## src/rtl/parallel2serial_if.sv

```systemverilog
// parallel2serial_if: word handshake into the serializer and the framed serial link out of it
interface parallel2serial_if #(parameter int DATA_W = 8);
  logic [DATA_W-1:0] din_parallel;
  logic din_valid, din_ready, dout_serial, dout_valid, busy;
  modport master(output din_parallel, din_valid, input din_ready, dout_serial, dout_valid, busy);
  modport slave(input din_parallel, din_valid, output din_ready, dout_serial, dout_valid, busy);
endinterface

```

## src/rtl/parallel2serial.sv

```systemverilog
// parallel2serial: buffered word-to-MSB-first serial framer with idle gap; P2S_FIFO_EN selects FIFO buffer over single holding register
module parallel2serial #(
  parameter int DATA_W = 8,
  parameter int FIFO_DEPTH = 4,
  parameter int GAP_CYCLES = 1
) (
  input logic clk,
  input logic rst_n,
  parallel2serial_if.slave bus
);
  localparam int CW = $clog2(DATA_W);
  localparam int GW = $clog2(GAP_CYCLES + 1);
  typedef enum logic [1:0] {IDLE, SHIFT, GAP} state_t;
  state_t state, state_nx;
  logic [DATA_W-1:0] sh, sh_nx, head;
  logic [CW-1:0] cnt, cnt_nx;
  logic [GW-1:0] gcnt, gcnt_nx;
  logic vld, vld_nx, ready, busy_r, empty, empty_nx, full_nx, push, pop;
  if (GAP_CYCLES < 1 || FIFO_DEPTH < 2 || (FIFO_DEPTH & (FIFO_DEPTH - 1)) != 0) begin : g_bad_param
    $error("parallel2serial: GAP_CYCLES must be >= 1 and FIFO_DEPTH a power of two >= 2");
  end
  assign push = bus.din_valid & ready;
`ifdef P2S_FIFO_EN
  localparam int AW = $clog2(FIFO_DEPTH);
  logic [DATA_W-1:0] mem [FIFO_DEPTH];
  logic [AW:0] wp, rp, wp_nx, rp_nx;
  assign wp_nx = wp + {{AW{1'b0}}, push};
  assign rp_nx = rp + {{AW{1'b0}}, pop};
  assign empty = wp == rp;
  assign empty_nx = wp_nx == rp_nx;
  assign full_nx = (wp_nx[AW] != rp_nx[AW]) && (wp_nx[AW-1:0] == rp_nx[AW-1:0]);
  assign head = mem[rp[AW-1:0]];
  always_ff @(posedge clk or negedge rst_n) begin
    if (!rst_n) begin
      wp <= '0;
      rp <= '0;
    end else begin
      wp <= wp_nx;
      rp <= rp_nx;
    end
  end
  always_ff @(posedge clk) begin
    if (push) mem[wp[AW-1:0]] <= bus.din_parallel;
  end
`else
  logic [DATA_W-1:0] hold;
  logic hold_v, hold_v_nx;
  assign hold_v_nx = push | (hold_v & ~pop);
  assign empty = ~hold_v;
  assign empty_nx = ~hold_v_nx;
  assign full_nx = hold_v_nx;
  assign head = hold;
  always_ff @(posedge clk or negedge rst_n) begin
    if (!rst_n) hold_v <= 1'b0;
    else hold_v <= hold_v_nx;
  end
  always_ff @(posedge clk) begin
    if (push) hold <= bus.din_parallel;
  end
`endif
  // A finished gap loads straight into SHIFT so back-to-back frames are exactly GAP_CYCLES apart
  always_comb begin
    state_nx = state;
    sh_nx = sh;
    cnt_nx = cnt;
    gcnt_nx = gcnt;
    vld_nx = vld;
    pop = 1'b0;
    case (state)
      IDLE: pop = ~empty;
      SHIFT: begin
        sh_nx = sh << 1;
        cnt_nx = cnt + 1'b1;
        if (cnt == CW'(DATA_W - 1)) begin
          state_nx = GAP;
          vld_nx = 1'b0;
          gcnt_nx = '0;
        end
      end
      GAP: begin
        gcnt_nx = gcnt + 1'b1;
        if (gcnt == GW'(GAP_CYCLES - 1)) begin
          state_nx = IDLE;
          pop = ~empty;
        end
      end
      default: state_nx = IDLE;
    endcase
    if (pop) begin
      state_nx = SHIFT;
      sh_nx = head;
      cnt_nx = '0;
      vld_nx = 1'b1;
    end
  end
  always_ff @(posedge clk or negedge rst_n) begin
    if (!rst_n) begin
      state <= IDLE;
      sh <= '0;
      cnt <= '0;
      gcnt <= '0;
      vld <= 1'b0;
      ready <= 1'b1;
      busy_r <= 1'b0;
    end else begin
      state <= state_nx;
      sh <= sh_nx;
      cnt <= cnt_nx;
      gcnt <= gcnt_nx;
      vld <= vld_nx;
      ready <= ~full_nx;
      busy_r <= (state_nx != IDLE) | ~empty_nx;
    end
  end
  assign bus.din_ready = ready;
  assign bus.dout_valid = vld;
  assign bus.dout_serial = vld & sh[DATA_W-1];
  assign bus.busy = busy_r;
endmodule

```

## src/flat_wrapper.sv

```systemverilog
// flat-port wrapper written by rule: the top's interface ports become plain ports
module parallel2serial_flat 
#(
  parameter int DATA_W = 8,
  parameter int FIFO_DEPTH = 4,
  parameter int GAP_CYCLES = 1
)
  (clk, rst_n, bus_din_parallel, bus_din_valid, bus_din_ready, bus_dout_serial, bus_dout_valid, bus_busy);
  parallel2serial_if #(.DATA_W(DATA_W)) bus_i ();
  input logic clk;
  input logic rst_n;
  input wire logic [$bits(bus_i.din_parallel)-1:0] bus_din_parallel;
  input wire logic [$bits(bus_i.din_valid)-1:0] bus_din_valid;
  output wire logic [$bits(bus_i.din_ready)-1:0] bus_din_ready;
  output wire logic [$bits(bus_i.dout_serial)-1:0] bus_dout_serial;
  output wire logic [$bits(bus_i.dout_valid)-1:0] bus_dout_valid;
  output wire logic [$bits(bus_i.busy)-1:0] bus_busy;
  assign bus_i.din_parallel = bus_din_parallel;
  assign bus_i.din_valid = bus_din_valid;
  assign bus_din_ready = bus_i.din_ready;
  assign bus_dout_serial = bus_i.dout_serial;
  assign bus_dout_valid = bus_i.dout_valid;
  assign bus_busy = bus_i.busy;
  parallel2serial #(.DATA_W(DATA_W), .FIFO_DEPTH(FIFO_DEPTH), .GAP_CYCLES(GAP_CYCLES)) u_core (.clk(clk), .rst_n(rst_n), .bus(bus_i));
endmodule
```

## config.mk

```make
export PLATFORM = sky130hd
export DESIGN_NAME = parallel2serial_flat
export DESIGN_NICKNAME = d
export VERILOG_FILES = /design/src/rtl/parallel2serial_if.sv /design/src/rtl/parallel2serial.sv /design/src/flat_wrapper.sv
export SDC_FILE = /design/constraint.sdc
export NUM_CORES = 1
export LEC_CHECK = 0
export ABC_AREA = 1
export ABC_CLOCK_PERIOD_IN_PS = 1600
export CAP_MARGIN = 15
export CORE_MARGIN = 4
export CORE_UTILIZATION = 45
export DETAILED_ROUTE_END_ITERATION = 12
export GPL_TIMING_DRIVEN = 0
export PLACE_DENSITY = 0.65
export SETUP_SLACK_MARGIN = 0.05
export SLEW_MARGIN = 20
export SYNTH_ARGS = -nofsm -noshare
export SYNTH_HDL_FRONTEND = slang
export SYNTH_SLANG_ARGS = --single-unit
```

## constraint.sdc

```tcl
create_clock -name clk -period 1.6 [get_ports clk]
set_input_delay 0.32 -clock clk [delete_from_list [all_inputs] [get_ports clk]]
set_output_delay 0.32 -clock clk [all_outputs]
set_load 0.01 [all_outputs]
```

## After elaboration in Yosys (flattened, before gate mapping)

Index checks and enable logic that the tools add are counted.

- Input port bits: 11
- Flip-flop bits (word level): 26
- Output and inout port bits: 4
- Word-level logic and storage cells: 43

- Bitwise logic cells: 7
- Eq/ne operators: 4
- Reductions and logical operators: 7
- Multiplexer cells: 14
- $add $sub $neg: 2

Operators with widths:

| cell | number |
|---|---|
| 8-bit 2-to-1 mux | 2 |
| 2-bit nonzero test | 4 |
| 2-bit 2-to-1 mux | 3 |
| 3-bit 2-to-1 mux | 2 |
| 2-bit one-hot mux with 3 select lines | 1 |
| 1-bit 2-to-1 mux | 4 |
| 1-bit one-hot mux with 2 select lines | 2 |
| 2-bit AND reduction | 2 |
| 3-bit by 1-bit adder with 3-bit output (second input constant) | 1 |
| 1-bit bitwise AND | 3 |
| 3-bit equality test (second input constant) | 1 |
| 2-bit by 1-bit equality test with 1-bit output (second input constant) | 1 |
| 2-bit equality test (second input constant) | 1 |
| 2-bit logical NOT | 1 |
| 2-bit by 1-bit != test with 1-bit output (second input constant) | 1 |
| 1-bit inverter | 2 |
| 1-bit bitwise OR | 2 |
| 1-bit adder (second input constant) | 1 |

## Logic depth before layout (Yosys ltp)

- Depth after elaboration: 6
- Depth in mapped cells: 7
- Depth with buffers taken out: 6

## Least setup slack after synthesis

Ideal clock, no wire load.

- Path kind: reg2reg
- Start point: register u_core.ready (netlist: u_core.bus.din_ready)
- End point: register u_core.hold[0] (netlist: u_core.head[0]), enable pin
- Stages on the path, launching flop included: 3
- Arrival: 0.774 ns
- Buffers on the path: 0
- Period minus slack after synthesis: 1.101 ns
- Data required time: 1.272 ns
- Library setup time: 0.328 ns
- Slack: 0.499 ns
- Cell sequence: dfstp_2 nand2_1 inv_1

- Cells in the longest elaborated chain, start to end: 1

RTL lines:

| element | line | source |
|---|---|---|
| from (decl) | parallel2serial.sv:18 | `logic vld, vld_nx, ready, busy_r, empty, empty_nx, full_nx, push, pop;` |
| from (signal assigned) | parallel2serial.sv:111 | `ready <= ~full_nx;` |
| 1-bit bitwise AND | parallel2serial.sv:22 | `assign push = bus.din_valid & ready;` |
| via u_core.push | parallel2serial.sv:18 |  |
| to (signal assigned) | parallel2serial.sv:58 | `if (push) hold <= bus.din_parallel;` |
| to (decl) | parallel2serial.sv:46 | `logic [DATA_W-1:0] hold;` |

The timed path passes the listed nets, and every way through them passes these cells.
A chain may end at the register's enable or synchronous reset.

## Worst setup path after layout

- Start point: register u_core.vld (netlist: u_core.bus.dout_valid)
- End point: output bus_dout_serial

- Cells in the longest elaborated chain, start to end: 1

RTL lines:

| element | line | source |
|---|---|---|
| from (decl) | parallel2serial.sv:18 |  |
| from (signal assigned) | parallel2serial.sv:110 | `vld <= vld_nx;` |
| 1-bit bitwise AND | parallel2serial.sv:117 | `assign bus.dout_serial = vld & sh[DATA_W-1];` |
| to (decl) | flat_wrapper.sv:15 | `output wire logic [$bits(bus_i.dout_serial)-1:0] bus_dout_serial;` |

No other way between the ends.

==> results summary <==
The post-synthesis cell area came out at approximately 0.0012 mm2. The maximum buffer depth of the clock tree came out at 2. At the placement stage, the worst setup path has a slack of 0.188 ns. The hold-fix buffer count after cts came out at 0. The die is 58.7 um tall. The synthesized-area fraction occupied by xor and xnor cells is 0%. The leakage power total is 0.688 nW. The first global-routing pass estimated between 3000 and 4000 um of wire. The top cell types in the final layout, fill and taps aside, are sky130_fd_sc_hd__nand2_1, sky130_fd_sc_hd__dfrtp_1, sky130_fd_sc_hd__inv_1. The number of antenna violations at the first check in global routing is 0.

The TritonCTS clock tree is built. Signal routing reaches up to met4. Sequential cells were found to cover 59.8% of the synthesized design area. Dividing the detail-routed wire length by the instance count gives between 10 and 15 um. The highest achievable clock rate came out at 0.687 GHz.

The total grt overflow is 0. The cell chosen for the clock root is sky130_fd_sc_hd__clkbuf_4. The routed layout has about 800 vias. The critical path runs through a total of 3 cells. Setup repair after global routing left no endpoint under its margin.

The quantity of I/O buffers inserted on ports came out at 14. The clock-pin slew of the registers on the worst-case setup and hold paths came out at 0.13 ns. The number of H-tree levels is 1. The power density relative to cell area is 1770 mW/mm2. For the worst setup path, the data arrival time is 1.13 ns.

The net count of the finished layout came out at 155. The main combinational cell family by area after synthesis is simple AND/OR/NAND/NOR gates. The initial core utilization came out at 47.1%. The Yosys step of the flow raised 0 warnings. The final critical-path setup slack is 0.145 ns. The final design area excluding fillers came out at about 0.0014 mm2. For the worst setup path, the data required time is 1.28 ns. Buffers inserted during clock tree synthesis total 3. Synthesis instantiated 18 different standard cells from the library. The clock insertion delay at the later pin of the skew report is 0.32 ns. The largest vdd supply drop is 0.906 mV. The adder-cell share of the synthesized area is 2.16%. The number of DRC markers after the initial detailed-route iteration came out at 27.

The overall routing resource usage came out at 12.7%. The tightest min-delay check is of the in -> async type. The maximum number of pins on one net before global-route repair came out at 19. The total nets after synthesis came out at around 140. The remaining routing DRC violations is 0. The slowest stage of the critical path belongs to the cell sky130_fd_sc_hd__dfrtp_1. The reported max-cap violation count is 0. For this run, the detailed router's first-pass iteration total came to 4. Routability-driven placement finished with a final weighted congestion of 0.769. Traced cell by cell, the critical path runs through nand2_1, inv_1, dlygate4sd2_1. The number of buffers inserted by post-CTS setup repair is 0. The final setup violation count came out at 0. The slack of the worst reg-to-reg path came out at about 0.41 ns. The detailed-placement wirelength estimate is around 1500 um. The number of inserted diodes came out at 0. The number of gates resized after CTS came out at 3. At the pin with the least slew margin, the transition time is 0.802 ns. Between clock sinks in the finished design, the worst skew comes to 0.00363 ns. The endpoint of the lowest-slack register-to-register path is u_core.gcnt.

The initialized floorplan defines 18 standard-cell rows. The number of top-level pins came out at 15. The post-synthesis sequential element count is 26. The floorplan step defined a core boundary enclosing ~0.0025 mm2.

The area after detailed placement is about 0.0013 mm2. After detailed routing, the wire length on met1 is 895 um. Together, buffers and inverters on the worst path number 2.

The flow ran to the end, and the final reports show no timing, DRC or antenna violations. The area fraction in compound gates after synthesis is 1.95%. The cell count after synthesis is about 120. The worst setup path category is reg -> out.

The fraction of the core area covered by cells at the end of the flow came out at 55.4%. The via count of the first global-routing pass came out at 776. In this run the remaining antenna-violating nets after routing total 0.

After detailed routing, the met2 layer carries about 940 um of wire. The cell class contributing the biggest share of worst-path delay is flip-flops. The number of failing hold endpoints at the final stage came out at 0. Leaving out fill and tap cells, the most frequent cell in the layout is sky130_fd_sc_hd__nand2_1.

After routing, the total negative slack on setup checks comes to 0 ns. The portion of the clock cycle consumed by the worst path in the final layout came out at about nine tenths. The final count of pins violating max slew came out at 0. Of all nets on the critical path, the largest fanout is 3.

The synthesis-to-layout area growth came out at 17.5%. The wire length after detailed routing is a little under 2000 um. STA classifies the critical path endpoint as an output pin. The floorplan step defined a die boundary enclosing 0.00344 mm2. For the worst flop-to-flop path, the logic depth is 5. The headroom to the max-slew limit came out at 46.3%.

The average cell area after synthesis is 9.40 um2. After Yosys synthesis, and, or, nand and nor cells account for roughly 28% of the synthesized area. After detailed routing, the met3 layer carries 87 um of wire. The minimum period implied by the final worst setup slack is ~1.5 ns.

The horizontal die dimension is 58.7 um. The layout cell share with drive strength beyond 1 came out at 9.22%. The number of vias per cell came out at around 4.8. The worst setup path is launched from a flip-flop. Multiplexer cells account for 0% of the synthesized area. The worst stage delay on the critical path is 0.42 ns. The startpoint identified for the worst register-to-register timing path is u_core.state[1]. The clock sink count came out at 26.
==> flip-flops by register name, summed over array words and instances, names as in the netlist <==
signal,flops
u_core.head,8
u_core.sh,8
u_core.gcnt,1
u_core.cnt,3
u_core.state,2
u_core.hold_v,1
u_core.bus.din_ready,1
u_core.bus.busy,1
u_core.bus.dout_valid,1
==> worst register-to-register path, stage by stage, from the launching register on <==
cell                      delay [ns]
sky130_fd_sc_hd__dfrtp_1        0.47
sky130_fd_sc_hd__nor2_1         0.21
sky130_fd_sc_hd__buf_4          0.20
sky130_fd_sc_hd__nand2_1        0.10
sky130_fd_sc_hd__nand3_1        0.08
sky130_fd_sc_hd__nand2_1        0.05
==> metal layers <==
layer | vias up | track usage, %
li1 | 432 | -
met1 | 366 | 15.0
met2 | 14 | 21.7
met3 | 5 | 3.29
met4 | 0 | 5.83
met5 | - | 0
==> power breakdown <==
part	internal (W)	switching, W
Clock	0.0000916	0.000190
Sequential	0.000957	0.000129
Combinational	0.000419	0.000614
Total	0.00147	0.000934
==> stage by stage <==
step           std cells  power, W  hold slack (ns)
6_report             171   0.00240            0.442
5_1_grt              171   0.00261            0.514
4_1_cts              171   0.00243            0.477
3_5_place_dp         167   0.00218            0.494
3_3_place_gp         167   0.00213            0.478
2_1_floorplan        123   0.00185           0.0244
==> how the worst max path moves through the flow <==
stage                                from               to
CTS                       u_core.bus.busy         bus_busy
global placement            bus_din_valid   u_core.head[5]
finish              u_core.bus.dout_valid  bus_dout_serial
detailed placement          bus_din_valid   u_core.head[6]
global route        u_core.bus.dout_valid  bus_dout_serial
floorplan            u_core.bus.din_ready   u_core.head[0]
==> synth_stat cells <==
cell                       number  share of area [%]
sky130_fd_sc_hd__dfrtp_1       17                 37
sky130_fd_sc_hd__inv_2          1               0.32
sky130_fd_sc_hd__nand3_1       12                5.2
sky130_fd_sc_hd__nand3_4        1                1.5
sky130_fd_sc_hd__buf_2          2               0.87
sky130_fd_sc_hd__nand2_4        1               0.97
sky130_fd_sc_hd__edfxtp_1       8                 21
sky130_fd_sc_hd__nand2_1       44                 14
sky130_fd_sc_hd__ha_1           2                2.2
sky130_fd_sc_hd__buf_6          1               0.97
sky130_fd_sc_hd__nand4_1        7                3.8
sky130_fd_sc_hd__dfstp_2        1                2.3
sky130_fd_sc_hd__o21ai_0        2               0.87
sky130_fd_sc_hd__buf_4          3                1.9
sky130_fd_sc_hd__nor2_1         6                1.9
sky130_fd_sc_hd__inv_1         13                4.2
sky130_fd_sc_hd__a21boi_0       1               0.65
sky130_fd_sc_hd__o21ai_1        1               0.43
==> final cells by class <==
class / instances / area, um2
Buffer: 6 / 43.8
Clock buffer: 3 / 22.5
Clock inverter: 1 / 3.75
Fill cell: 235 / 1100
Inverter: 14 / 52.6
Multi-Input combinational cell: 77 / 368
Sequential cell: 26 / 692
Tap cell: 30 / 37.5
Timing Repair Buffer: 14 / 139
==> cells by family after synthesis <==
family	after synthesis
compound gates	4
fa+ha+maj	2
buf+inv	20
flops	26
simple gates	71
(Power assumes the default switching activity.)
